$ cat config.mk
export PLATFORM = sky130hd
export DESIGN_NAME = calc_controller
export DESIGN_NICKNAME = d
export VERILOG_FILES = /design/src/rtl/calc_controller.sv
export SDC_FILE = /design/constraint.sdc
export NUM_CORES = 1
export LEC_CHECK = 0
export CAP_MARGIN = 20
export CORE_MARGIN = 1.5
export CORE_UTILIZATION = 35
export DETAILED_ROUTE_END_ITERATION = 16
export DONT_BUFFER_PORTS = 1
export MAX_ROUTING_LAYER = met4
export PLACE_DENSITY = 0.55
export SLEW_MARGIN = 15
export SYNTH_ARGS = -nofsm -noshare
export SYNTH_HDL_FRONTEND = slang
export SYNTH_SLANG_ARGS = --single-unit
$ cat constraint.sdc
create_clock -name clock -period 3 [get_ports clock]
set_input_delay 0.6 -clock clock [delete_from_list [all_inputs] [get_ports clock]]
set_output_delay 0.6 -clock clock [all_outputs]
set_load 0.1 [all_outputs]
$ cat src/rtl/calc_controller.sv
// Keypad calculator sequencer: collects two decimal operands and an operator,
// launches the arithmetic datapath, waits for completion and holds the result.
//
// state  | meaning
// ENTER1 | collecting operand 1 digits
// ENTER2 | operator chosen, collecting operand 2 digits
// EXEC   | datapath launched, waiting for alu_done
// SHOW   | result latched for display
// ERR    | datapath timed out, waiting for clear
module calc_controller #(
    parameter int DIGITS  = 2,
    parameter int OPW     = 7,
    parameter int RW      = 14,
    parameter int TIMEOUT = 15
) (
    input  logic           clock,
    input  logic           reset,
    input  logic           key_valid,
    input  logic [3:0]     key_code,
    input  logic           alu_done,
    input  logic [RW-1:0]  alu_result,
    output logic [OPW-1:0] in1,
    output logic [OPW-1:0] in2,
    output logic [1:0]     op_sel,
    output logic           alu_start,
    output logic [RW-1:0]  result,
    output logic           display_on,
    output logic [2:0]     curr_state,
    output logic           error
);

    localparam logic [2:0] ENTER1 = 3'd0;
    localparam logic [2:0] ENTER2 = 3'd1;
    localparam logic [2:0] EXEC   = 3'd2;
    localparam logic [2:0] SHOW   = 3'd3;
    localparam logic [2:0] ERR    = 3'd4;

    localparam int CW = $clog2(DIGITS + 1);
    localparam int TW = $clog2(TIMEOUT + 1);
    localparam logic [CW-1:0] MAX_DIGITS  = CW'(DIGITS);
    localparam logic [TW-1:0] TIMER_LOAD  = TW'(TIMEOUT - 1);
    localparam logic [RW-1:0] CHAIN_LIMIT = RW'(10 ** DIGITS);

    logic [CW-1:0]  cnt1;
    logic [CW-1:0]  cnt2;
    logic [TW-1:0]  timer;

    logic           is_digit;
    logic           is_op;
    logic           is_clr;
    logic           is_eq;
    logic           key_live;
    logic [1:0]     op_code;
    logic [OPW-1:0] digit_ext;
    logic [OPW-1:0] acc1;
    logic [OPW-1:0] acc2;

    always_comb begin
        is_digit  = key_valid && (key_code <= 4'd9);
        is_op     = key_valid && (key_code >= 4'd10) && (key_code <= 4'd12);
        is_clr    = key_valid && (key_code == 4'd13);
        is_eq     = key_valid && (key_code == 4'd14);
        key_live  = key_valid && (key_code != 4'd13) && (key_code != 4'd15);
        // codes 10..12 have low bits 2,3,0; adding 2 mod 4 yields 0,1,2
        op_code   = key_code[1:0] + 2'd2;
        digit_ext = {{(OPW-4){1'b0}}, key_code};
        acc1      = in1 * OPW'(10) + digit_ext;
        acc2      = in2 * OPW'(10) + digit_ext;
    end

    always_ff @(posedge clock or posedge reset) begin
        if (reset) begin
            curr_state <= ENTER1;
            in1        <= '0;
            in2        <= '0;
            op_sel     <= '0;
            result     <= '0;
            alu_start  <= 1'b0;
            display_on <= 1'b0;
            error      <= 1'b0;
            cnt1       <= '0;
            cnt2       <= '0;
            timer      <= '0;
        end else begin
            alu_start <= 1'b0;
            if (is_clr) begin
                curr_state <= ENTER1;
                in1        <= '0;
                in2        <= '0;
                op_sel     <= '0;
                result     <= '0;
                display_on <= 1'b0;
                error      <= 1'b0;
                cnt1       <= '0;
                cnt2       <= '0;
                timer      <= '0;
            end else begin
                if (key_live) display_on <= 1'b1;
                case (curr_state)
                    ENTER1: begin
                        if (is_digit && (cnt1 < MAX_DIGITS)) begin
                            in1  <= acc1;
                            cnt1 <= cnt1 + CW'(1);
                        end else if (is_op) begin
                            op_sel     <= op_code;
                            in2        <= '0;
                            cnt2       <= '0;
                            curr_state <= ENTER2;
                        end
                    end
                    ENTER2: begin
                        if (is_digit && (cnt2 < MAX_DIGITS)) begin
                            in2  <= acc2;
                            cnt2 <= cnt2 + CW'(1);
                        end else if (is_op && (cnt2 == '0)) begin
                            op_sel <= op_code;
                        end else if (is_eq) begin
                            alu_start  <= 1'b1;
                            timer      <= TIMER_LOAD;
                            curr_state <= EXEC;
                        end
                    end
                    EXEC: begin
                        // a completion on the expiry cycle still counts
                        if (alu_done) begin
                            result     <= alu_result;
                            curr_state <= SHOW;
                        end else if (timer == '0) begin
                            error      <= 1'b1;
                            display_on <= 1'b1;
                            curr_state <= ERR;
                        end else begin
                            timer <= timer - TW'(1);
                        end
                    end
                    SHOW: begin
                        if (is_digit) begin
                            in1        <= digit_ext;
                            cnt1       <= CW'(1);
                            in2        <= '0;
                            cnt2       <= '0;
                            curr_state <= ENTER1;
                        end else if (is_op && (result < CHAIN_LIMIT)) begin
                            in1        <= result[OPW-1:0];
                            op_sel     <= op_code;
                            in2        <= '0;
                            cnt2       <= '0;
                            curr_state <= ENTER2;
                        end else if (is_eq) begin
                            alu_start  <= 1'b1;
                            timer      <= TIMER_LOAD;
                            curr_state <= EXEC;
                        end
                    end
                    ERR: begin
                        error      <= 1'b1;
                        display_on <= 1'b1;
                    end
                    default: curr_state <= ENTER1;
                endcase
            end
        end
    end

endmodule

Word-level counts from Yosys, hierarchy flattened --
Index checks and enable logic that the tools add are counted.
Word-level totals: register bits after elaboration 44, memories kept 0, bits in read-only memories 0, latch bits 0, output and inout bits 36, RAM bits 0, word-level logic and storage cells 148, bits of input ports 22
Operators by class: bitwise operators 0, shift operators 0, reduce and logical (&&, ||, !) cells 28, mux-type cells 70, multiply operators 2, order comparisons 6, equality and inequality tests 25, divide/modulo/power cells 0, add/sub/neg operators 6
Operators by type and width (count):
- two-way mux 7 bit | 10
- two-way mux 14 bit | 3
- != test 3 bit, second input constant | 14
- two-way mux 2 bit | 16
- two-way mux 4 bit | 8
- two-way mux 3 bit | 10
- case mux 7 bit (3 select lines) | 1
- != test 4 bit, second input constant | 4
- case mux 3 bit (5 select lines) | 1
- adder 7 x 4 -> 7 bit | 2
- less-than comparator 14 x 7 -> 1 bit, second input constant | 1
- multiplier 7 x 3 -> 6 bit, second input constant | 2
- case mux 7 bit (2 select lines) | 1
- AND reduction 7 bit | 2
- two-way mux 1 bit | 13
- case mux 2 bit (3 select lines) | 2
- case mux 4 bit (3 select lines) | 1
- logical AND 1 bit | 11
- AND reduction 3 bit | 3
- == test 4 bit, second input constant | 2
- <= comparator 4 bit, second input constant | 2
- nonzero test 4 bit | 2
- == test 3 x 2 -> 1 bit, second input constant | 2
- case mux 1 bit (2 select lines) | 3
- other kinds (17) | 21

Logic depth before layout (Yosys ltp) --
Gate-level depths: netlist of the first run.
depth in word-level cells 8, depth in mapped cells 9, mapped depth without buffers 9

Least setup slack after synthesis of the first run --
OpenSTA, ideal clock, no wires.
path kind reg-to-reg, start point register in1[1], end point register in1[6], arrival time 3131 ps, library setup time 101 ps, cell stages (with the launch flop) 9, path buffers 0, setup slack -232 ps, clock period less this slack 3232 ps, required time 2899 ps, path through dfrtp_1 ha_1 ha_1 inv_1 fa_1 or4b_2 xnor2_1 nor2_1 o32ai_1
Between the ends: cells in the longest elaborated chain, start to end 5
RTL lines:
- start, declared | line 22 | output logic [OPW-1:0] in1,
- start signal, assigned | line 138 | in1 <= digit_ext;
- start signal, assigned | line 144 | in1 <= result[OPW-1:0];
- multiplier 7 x 3 -> 6 bit | line 67 | acc1 = in1 * OPW'(10) + digit_ext;
- adder 7 x 4 -> 7 bit | line 67
- two-way mux 7 bit | line 101 | if (is_digit && (cnt1 < MAX_DIGITS)) begin
- case mux 7 bit (2 select lines) | line 99 | case (curr_state)
- two-way mux 7 bit | line 86 | if (is_clr) begin
No other way between the ends. The select of a mux whose other input is x is not followed. A chain may end at the register's enable or synchronous reset.

Worst setup path in the final report of the first run --
Ends and elaborated chain as after synthesis.

==> results.md, run 1 <==
* Outcome: completed
* Synth Register Bits at 44
* Core ar. at slightly below 0.008 mm²
* Fin crit share at approximately 90%
* Setup TNS at 0 ns
* Grt ovf at 0
* TritonRoute pass-1 iters at 4
* Placed Area at 0.003129 mm²
* Hold_buf cts at 0
* Primary FF master, synth: dfrtp_1
* First-pass GRT wire length at 12,060 µm
* Setup-failing EPs final at 0
* Sequential share of the synthesized area at about two fifths
* Clk slew on worst S/H paths at about 0.090 ns
* Die width at 92.65 µm
* HP Class: input pin to asynchronous set/reset pin
* Setup CP Type: flop to flop
* Via count at 2,323
* Netlist Area Pre-Place at approximately 0.0028 mm²
* Diode count at 0
* I/O pins at 58
* Vias per cell at ~5.4
* RSZ-0062 raised after global routing: no
* Slew HR at 34.54%
* Post-route minimum period at 2.691 ns
* Routed WL per cell at roughly 16 µm
* Unique masters post-synth at 57
* Worst slew pin tran at between 0.9 and 1 ns
* Site Rows at 32
* Clk sink count at 44
* Worst EP arrival at roughly 2.9 ns
* Buffers inserted by post-CTS timing repair at 0
* Highest clock rate at between 300 and 400 MHz
* Hpwl dp at 5218 µm
* Port buffer count at 0
* DRC at 0
* Post-route clock skew at 0.007278 ns
* Initial core utilization at 36.21%
* Yosys Warn Count at 0
* Vias in the first global route at between 2,000 and 2,500
* Final Max Slew Viols at 0
* Area leader, netlist: dfrtp_1
* Area share of the largest cell type after synthesis at 39.15%
* Share of cells above drive strength 1 at 19.70%
* H-Tree Depth at 2
* GRT Total Usage at 18.34%
* Final antenna-violating net count at 0
* DIE AREA at approximately 0.0086 mm²
* 1st-iter DRT viols at 95
* Max cap viols at 0
* Largest net degree at the start of global routing at 45
* Initial antenna violation count at 0
* Synthesis-to-finish area growth at 17.62%
* Top-count cell post-synth: dfrtp_1
* TritonCTS clock tree: done
* Mapped Nets at 346
* CP startpoint kind: flop
* Worst hold slack at roughly 0.17 ns
* PostCTS Resize Cnt at 0
* Final nets at between 300 and 400
* Asr flop ratio synth at 100.0%
* Mean Syn Cell Area at 9.252 µm²
* Final wirelength at 7099 µm
* CTS Buf Count at 5
* DIE HEIGHT at just over 90 µm
* Gp weighted congestion at between 0.8 and 0.9
* Clock buffer depth at 2
* Worst skew pair latency at roughly 0.3 ns
* Post-route cell area at 0.003308 mm²
* CTS Root Cell: clkbuf_8
* Crit path capture type: flop
* Commonest cells in the netlist: 44 x dfrtp_1, 39 x nand2_1, 28 x a21oi_1
* Post-Synthesis Cells at 304
* Final hold viol count at 0
* Critical path data required time at between 3 and 4 ns
* Worst-path fanout max at 3
* Main area contributors after synthesis: dfrtp_1 39%, ha_1 7.1%, nand2_1 5.2%
* Post-synth EDFFs at 0
[state kept, by name, summed over array words and instances, names as in the netlist]
name,cells
in2,7
op_sel,2
display_on,1
result,14
alu_start,1
cnt2,2
timer,4
error,1
cnt1,2
curr_state,3
in1,7
[logic make-up after synthesis]
| logic type | Yosys count | share of synthesized area, % |
|---|---|---|
| AO/OA/AOI/OAI | 85 | 20.46 |
| XOR/XNOR | 12 | 3.737 |
| AND/OR/NAND/NOR | 95 | 17.04 |
| buffers and inverters | 37 | 5.249 |
| adder cells (fa/ha/maj) | 20 | 9.964 |
| flip-flops | 44 | 39.15 |
| multiplexers | 11 | 4.404 |
[cell type report]
| class | count | area, µm² |
|---|---|---|
| tap | 102 | 127.6 |
| inverter | 22 | 82.58 |
| timing repair buffer | 33 | 260.3 |
| clock buffer | 5 | 68.82 |
| fill | 792 | 4459 |
| multi-input combinational | 223 | 1573 |
| clock inverter | 3 | 90.09 |
| sequential | 44 | 1106 |
[final timing paths]
check	from	endpoint	slack [ns]	depth (start not counted)
setup / recovery	in1[1]	in1[6]	0.31	8
hold / removal	reset	in1[0]	0.17	1
setup reg to reg	in1[1]	in1[6]	0.31	8
hold reg to reg	timer[3]	timer[3]	0.51	1
max in group asynchronous	reset	cnt1[1]	2.34	2
min in group clock	alu_result[3]	result[3]	0.42	2
[per-layer routing]
metal	track usage (%)	wire [µm]	share of wire, %	vias to the layer above
li1	-	-	-	1144
met1	24.90	3379	48	1105
met2	27.45	3170	45	68
met3	4.516	468	6.6	6
met4	4.798	80	1.1	0
met5	-	0	0	-
[worst max-delay path: stages (launching register included)]
cell and delay [ns]:
dfrtp_2 0.41, ha_1 0.29, ha_1 0.19, inv_1 0.06, fa_1 0.46, or4b_2 0.70
xnor2_1 0.17, nor2_1 0.06, o32ai_1 0.26
[placed cells by master (no fill, tap or decap), types with 4 or more instances in the layout]
master    synthesis  layout
a31oi_1           8       8
nand2_1          39      39
buf_4             0      32
a21o_1            4       4
fa_1              4       4
clkbuf_8          0       5
ha_1             16      16
xnor2_1           9       9
a21oi_1          28      28
nor3b_1           4       4
a22o_1            9       9
mux2_2            7       7
nor2_1           11      10
o21ai_0          11      11
nor3_1           10      10
dfrtp_2           0       4
inv_1            22      21
dfrtp_1          44      40
nand3_1           5       5
[metrics by stage]
step / instances / util, % / setup WS (ns)
6_report: 432 / 42.59 / 0.3090
5_1_grt: 432 / 42.59 / 0.09881
4_1_cts: 431 / 42.33 / 0.3036
3_5_place_dp: 423 / 40.29 / 0.3373
3_3_place_gp: 423 / 40.29 / 0.3765
2_1_floorplan: 304 / - / 0.008795
Power of run 1 is not shown: default switching activity piles up to over one toggle a cycle in this logic, so the estimate is an artifact.
==> inputs of run 2 (changes only) <==
--- a/config.mk
+++ b/config.mk
@@ -5,6 +5,7 @@
 export SDC_FILE = /design/constraint.sdc
 export NUM_CORES = 1
 export LEC_CHECK = 0
+export ABC_AREA = 1
 export CAP_MARGIN = 20
 export CORE_MARGIN = 1.5
 export CORE_UTILIZATION = 35
==> results.md, run 2 <==
* CP max stage delay at 0.45 ns (-0.25 ns)
* Vias per cell at 4.854 (-9.7%)
* Diode count at 0 (unchanged)
* Max reg flops at 14 (unchanged)
* Worst path cell trace: ha_1 -> ha_1 -> inv_1 -> fa_1 -> nor2_1 -> nand4_1 -> nand2_1 -> nor2_1 -> nor2_1 -> nand2_1 -> nand3_1 -> nand2_1
* Die width at 95.53 µm (+3.1%)
* Post-route minimum period at 2.215 ns (-0.4761 ns)
* Site Rows at 33 (+3.1%)
* Final wirelength at 7308 µm (+2.9%)
* Final nets at 470 (+27%)
* Unique masters post-synth at 34 (-40%)
* Clk slew on worst S/H paths at 0.09 ns (about the same)
* Most frequent cells in the layout: 113 x nand2_1, 50 x inv_1, 45 x nand3_1
* Port buffer count at 0 (unchanged)
* Largest delay share family, worst path: adder cells
* Initial antenna violation count at 0 (unchanged)
* TritonRoute pass-1 iters at 4 (unchanged)
* Biggest register: result
* Hold_buf cts at 0 (unchanged)
* Post-synth EDFFs at 0 (unchanged)
* Critical path data required time at 3.20 ns (about the same)
* Worst skew pair latency at 0.30 ns (about the same)
* Worst slew pin tran at 0.9878 ns (+0.005906 ns)
* Grt ovf at 0 (unchanged)
* Worst EP arrival at 2.42 ns (-0.48 ns)
* Fin crit share at 73.83% (-16 points)
* Hpwl dp at 5647 µm (+8.2%)
* Final antenna-violating net count at 0 (unchanged)
* Largest registers: result (14), in1 (7), in2 (7)
* Worst path buffer plus inverter count at 1 (unchanged)
* Routed WL per cell at 13.69 µm (-17%)
* Main area contributors after synthesis: dfrtp_1 37%, nand2_1 14%, nand3_1 7.5%
* Final core occ at 41.05% (-1.5 points)
* Commonest cells in the netlist: 113 x nand2_1, 51 x inv_1, 45 x nand3_1
* Mapped Nets at 444 (+28%)
* Slowest CP cell: fa_1
* R2r startpoint: in1[1]
* Asr flop ratio synth at 100.0% (unchanged)
* Highest clock rate at 451.5 MHz (+21%)
* Area leader, netlist: dfrtp_1
* Post-route clock skew at 0.01081 ns (+0.003534 ns)
* Via count at 2,592 (+12%)
* Setup-failing EPs final at 0 (unchanged)
* Post-route cell area at 0.003390 mm² (+2.5%)
* RSZ-0062 raised after global routing: no
* H-Tree Depth at 2 (unchanged)
* Netlist Area Pre-Place at 0.002997 mm² (+6.5%)
* DIE HEIGHT at 95.53 µm (+3.1%)
* GRT Total Usage at 17.90% (-0.44 points)
* Core ar. at 0.008258 mm² (+6.3%)
* Clock buffer depth at 2 (unchanged)
* Largest net degree at the start of global routing at 45 (unchanged)
* Final Max Slew Viols at 0 (unchanged)
* First-pass GRT wire length at 12,330 µm (+2.2%)
* Flop2flop setup slack at 0.79 ns (+0.48 ns)
* I/O pins at 58 (unchanged)
* Primary FF master, synth: dfrtp_1
* Setup CP Type: flop to flop
* DRC at 0 (unchanged)
* HP Class: input pin to asynchronous set/reset pin
* Yosys Warn Count at 0 (unchanged)
* Vias in the first global route at 2,558 (+6.1%)
* Area share of the largest cell type after synthesis at 36.74% (-2.4 points)
* Setup TNS at 0 ns (unchanged)
* Max cap viols at 0 (unchanged)
* Synth Register Bits at 44 (unchanged)
* Most common cell after layout, fill and taps aside: nand2_1
* 1st-iter DRT viols at 140 (+47%)
* DIE AREA at 0.009126 mm² (+6.3%)
* Gp weighted congestion at 0.8266 (+1.6%)
* CP startpoint kind: flop
* Mean Syn Cell Area at 7.454 µm² (-19%)
* DP Worst Slack at 0.6017 ns (+0.2643 ns)
* TritonCTS clock tree: done
* Placed Area at 0.003278 mm² (+4.8%)
* CTS Root Cell: clkbuf_8
* Final hold viol count at 0 (unchanged)
* R2r endpoint: in1[6]
* Buffers inserted by post-CTS timing repair at 0 (unchanged)
* Outcome: completed
* Sequential share of the synthesized area at 36.74% (-2.4 points)
* Layout fillers at 869 (+9.7%)
* Cell count of the worst reg-to-reg path at 12 (+4)
* Worst-path fanout max at 2 (-1)
* Synthesis-to-finish area growth at 13.11%
* Post-Synthesis Cells at 402 (+32%)
* Top-count cell post-synth: nand2_1
* CTS Buf Count at 5 (unchanged)
* Clk sink count at 44 (unchanged)
* Share of cells above drive strength 1 at 15.15% (-4.5 points)
* PostCTS Resize Cnt at 0 (unchanged)
* Slew HR at 34.14% (-0.39 points)
* Setup WS post-layout at 0.7851 ns (+0.4761 ns)
* Initial core utilization at 36.29% (+0.077 points)
* Crit path capture type: flop
==> run 2: how the worst max path moves through the flow <==
stage                      startpoint      to  slack (ns)  cells after the start
final                          in1[1]  in1[6]        0.79                     12
after global routing           in1[1]  in1[6]        0.59                     12
after CTS                      in1[1]  in1[6]        0.76                     12
after detailed placement  key_code[3]  in1[5]        0.60                      9
after global placement    key_code[3]  in1[0]        0.65                      9
after floorplan                in1[3]  in1[6]        0.30                     12
==> run 2: metal layers <==
layer	wire length (µm)	global-route usage (%)	share of wire (%)	vias to the layer above
met2	3354	27.11	46	76
met4	70	4.412	0.96	0
met1	3331	24.27	46	1171
met3	552	3.907	7.6	5
met5	0	-	0	-
li1	-	-	-	1340
==> run 2: logic make-up after synthesis <==
family / count (synthesis) / share of synthesized area [%]
XOR/XNOR: 10 / 2.923
AND/OR/NAND/NOR: 216 / 32.23
flip-flops: 44 / 36.74
buffers and inverters: 62 / 8.768
AO/OA/AOI/OAI: 50 / 9.979
adder cells (fa/ha/maj): 20 / 9.353
==> run 2: layout make-up <==
type	count	area (µm²)	share of cell area [%]
Inverter	52	195.2	5.759
Tap cell	105	131.4	3.876
Sequential cell	44	1101	32.48
Clock buffer	5	68.82	2.030
Clock inverter	3	42.54	1.255
Timing Repair Buffer	29	217.7	6.423
Multi-Input combinational cell	296	1633	48.17
==> run 2: worst reg2reg max path, stage by stage, from the launching register on <==
cell	delay (ns)
dfrtp_1	0.39
ha_1	0.31
ha_1	0.20
inv_1	0.06
fa_1	0.45
nor2_1	0.18
nand4_1	0.10
nand2_1	0.10
nor2_1	0.05
nor2_1	0.08
nand2_1	0.07
nand3_1	0.07
nand2_1	0.05
==> run 2: stage by stage <==
stage | hold WS (ns) | cells
3_3_place_gp | 0.4681 | 526
6_report | 0.3754 | 534
4_1_cts | 0.4073 | 534
2_1_floorplan | 0.4530 | 402
5_1_grt | 0.4199 | 534
3_5_place_dp | 0.4754 | 526
Power of run 2 is left out for the same reason.
==> inputs of run 3 (changes only) <==
==> constraint.sdc (replaced) <==
create_clock -name clock -period 2.1 [get_ports clock]
set_input_delay 0.42 -clock clock [delete_from_list [all_inputs] [get_ports clock]]
set_output_delay 0.42 -clock clock [all_outputs]
set_load 0.1 [all_outputs]
==> results.md, run 3 (same netlist as run 2, synthesis figures left out) <==
* Routed WL per cell at 13.51 µm (-1.3%)
* Setup WS post-layout at -0.03744 ns (-0.8225 ns)
* First-pass GRT wire length at 12,120 µm (-1.7%)
* Die width at 95.53 µm (unchanged)
* HP Class: input pin to asynchronous set/reset pin
* Clk slew on worst S/H paths at 0.10 ns (about the same)
* Fin crit share at 101.8% (+28 points)
* Via count at 2,619 (+1.0%)
* Clock buffer depth at 2 (unchanged)
* Crit path capture type: flop
* DIE HEIGHT at 95.53 µm (unchanged)
* Core ar. at 0.008258 mm² (unchanged)
* 1st-iter DRT viols at 115 (-18%)
* DP Worst Slack at -0.02923 ns (-0.6309 ns)
* Max reg flops at 14 (unchanged)
* Synthesis-to-finish area growth at 19.92%
* Slew HR at 73.77% (+40 points)
* Vias per cell at 4.753 (-2.1%)
* Critical path data required time at 2.28 ns (-0.92 ns)
* Final hold viol count at 0 (unchanged)
* Vias in the first global route at 2,462 (-3.8%)
* Final nets at 487 (+3.6%)
* Hpwl dp at 5731 µm (+1.5%)
* Initial antenna violation count at 0 (unchanged)
* Worst slew pin tran at 0.3930 ns (-0.5948 ns)
* Post-route minimum period at 2.137 ns (-0.07745 ns)
* Storage element area at 0.001127 mm² (+2.4%)
* RSZ-0062 raised after global routing: yes
* Worst-path fanout max at 2 (unchanged)
* Largest registers: result (14), in1 (7), in2 (7)
* Most common cell after layout, fill and taps aside: nand2_1
* Post-route clock skew at 0.01637 ns (+0.005562 ns)
* H-Tree Depth at 2 (unchanged)
* Setup CP Type: flop to flop
* Final Non-Filler Cells at 551 (+3.2%)
* Dpl cells at 543 (+3.2%)
* Share of cells above drive strength 1 at 23.09% (+7.9 points)
* Area of the multi-input gates at 0.001693 mm² (+3.7%)
* TritonRoute pass-1 iters at 4 (unchanged)
* I/O pins at 58 (unchanged)
* Most frequent cells in the layout: 113 x nand2_1, 49 x inv_1, 44 x buf_4
* Final core occ at 43.52% (+2.5 points)
* Largest net degree at the start of global routing at 45 (unchanged)
* Grt ovf at 0 (unchanged)
* Clk sink count at 44 (unchanged)
* CTS Buf Count at 5 (unchanged)
* Worst EP arrival at 2.32 ns (-0.10 ns)
* Violated checks: negative setup slack
* Layout fillers at 854 (-1.7%)
* Final Max Slew Viols at 0 (unchanged)
* DIE AREA at 0.009126 mm² (unchanged)
* DRC at 0 (unchanged)
* CTS Root Cell: clkbuf_8
* Setup-failing EPs final at 1 (+1)
* CP startpoint kind: flop
* Biggest register: result
* Diode count at 0 (unchanged)
* Max cap viols at 0 (unchanged)
* GRT Total Usage at 17.52% (-0.37 points)
* Setup TNS at -0.03744 ns (-0.03744 ns)
* TritonCTS clock tree: done
* Outcome: finished, violations left
* Worst skew pair latency at 0.30 ns (about the same)
* Site Rows at 33 (unchanged)
* Highest clock rate at 467.8 MHz (+3.6%)
* Initial core utilization at 36.29% (unchanged)
* Final antenna-violating net count at 0 (unchanged)
* Gp weighted congestion at 0.8374 (+1.3%)
* Final wirelength at 7443 µm (+1.8%)
* Port buffer count at 0 (unchanged)
## run 3: worst paths after layout
path                           startpoint          to  slack, ns  cells past startpoint
min in group clock         alu_result[11]  result[11]       0.26                      2
max in group asynchronous           reset      in2[0]       1.82                      2
hold reg to reg                    in1[6]      in1[6]       0.49                      2
hold / removal                      reset   result[9]       0.03                      2
setup / recovery                   in2[3]      in2[6]      -0.04                     12
setup reg to reg                   in2[3]      in2[6]      -0.04                     12
## run 3: area by class of cell
class / count / area share [%]
clock inverter: 2 / 0.3482
inverter: 52 / 5.432
clock buffer: 6 / 2.019
tap: 105 / 3.656
multi-input combinational: 296 / 47.11
timing repair buffer: 46 / 10.06
sequential: 44 / 31.37
## run 3: routing by layer
| layer | GRT usage, % | up-vias | share of wire [%] |
|---|---|---|---|
| met4 | 3.431 | 0 | 0.52 |
| li1 | - | 1376 | - |
| met1 | 23.68 | 1189 | 48 |
| met3 | 3.509 | 4 | 5.0 |
| met5 | - | - | 0 |
| met2 | 27.29 | 50 | 47 |
## run 3: worst max-delay path, cell delays in order, from the launching register on
cell and delay [ns]:
dfrtp_4 0.50, ha_4 0.24, ha_1 0.18, inv_1 0.07, fa_2 0.47, nor2_4 0.11
nand4_1 0.09, nand2_1 0.09, nand3_1 0.07, nand2_1 0.06, nor2_1 0.04, nand2_1 0.06
nand2_1 0.04
## run 3: through the flow
stage | hold slack, ns | instance area, µm²
final | 0.03284 | 3593
after global routing | 0.04761 | 3593
after CTS | 0.03588 | 3557
after detailed placement | 0.3695 | 3470
after global placement | 0.3626 | 3470
after floorplan | 0.4530 | 3048
## run 3: what timing repair did
| action | CTS | global route |
|---|---|---|
| setup endpoints to repair | 2 | 9 |
| hold buffers | 0 | 0 |
| gates resized for setup | 1 | 9 |
| buffers inserted | 0 | 0 |
| gates cloned | 0 | 0 |
| pin swaps | 0 | 1 |
Power of run 3 is left out for the same reason.
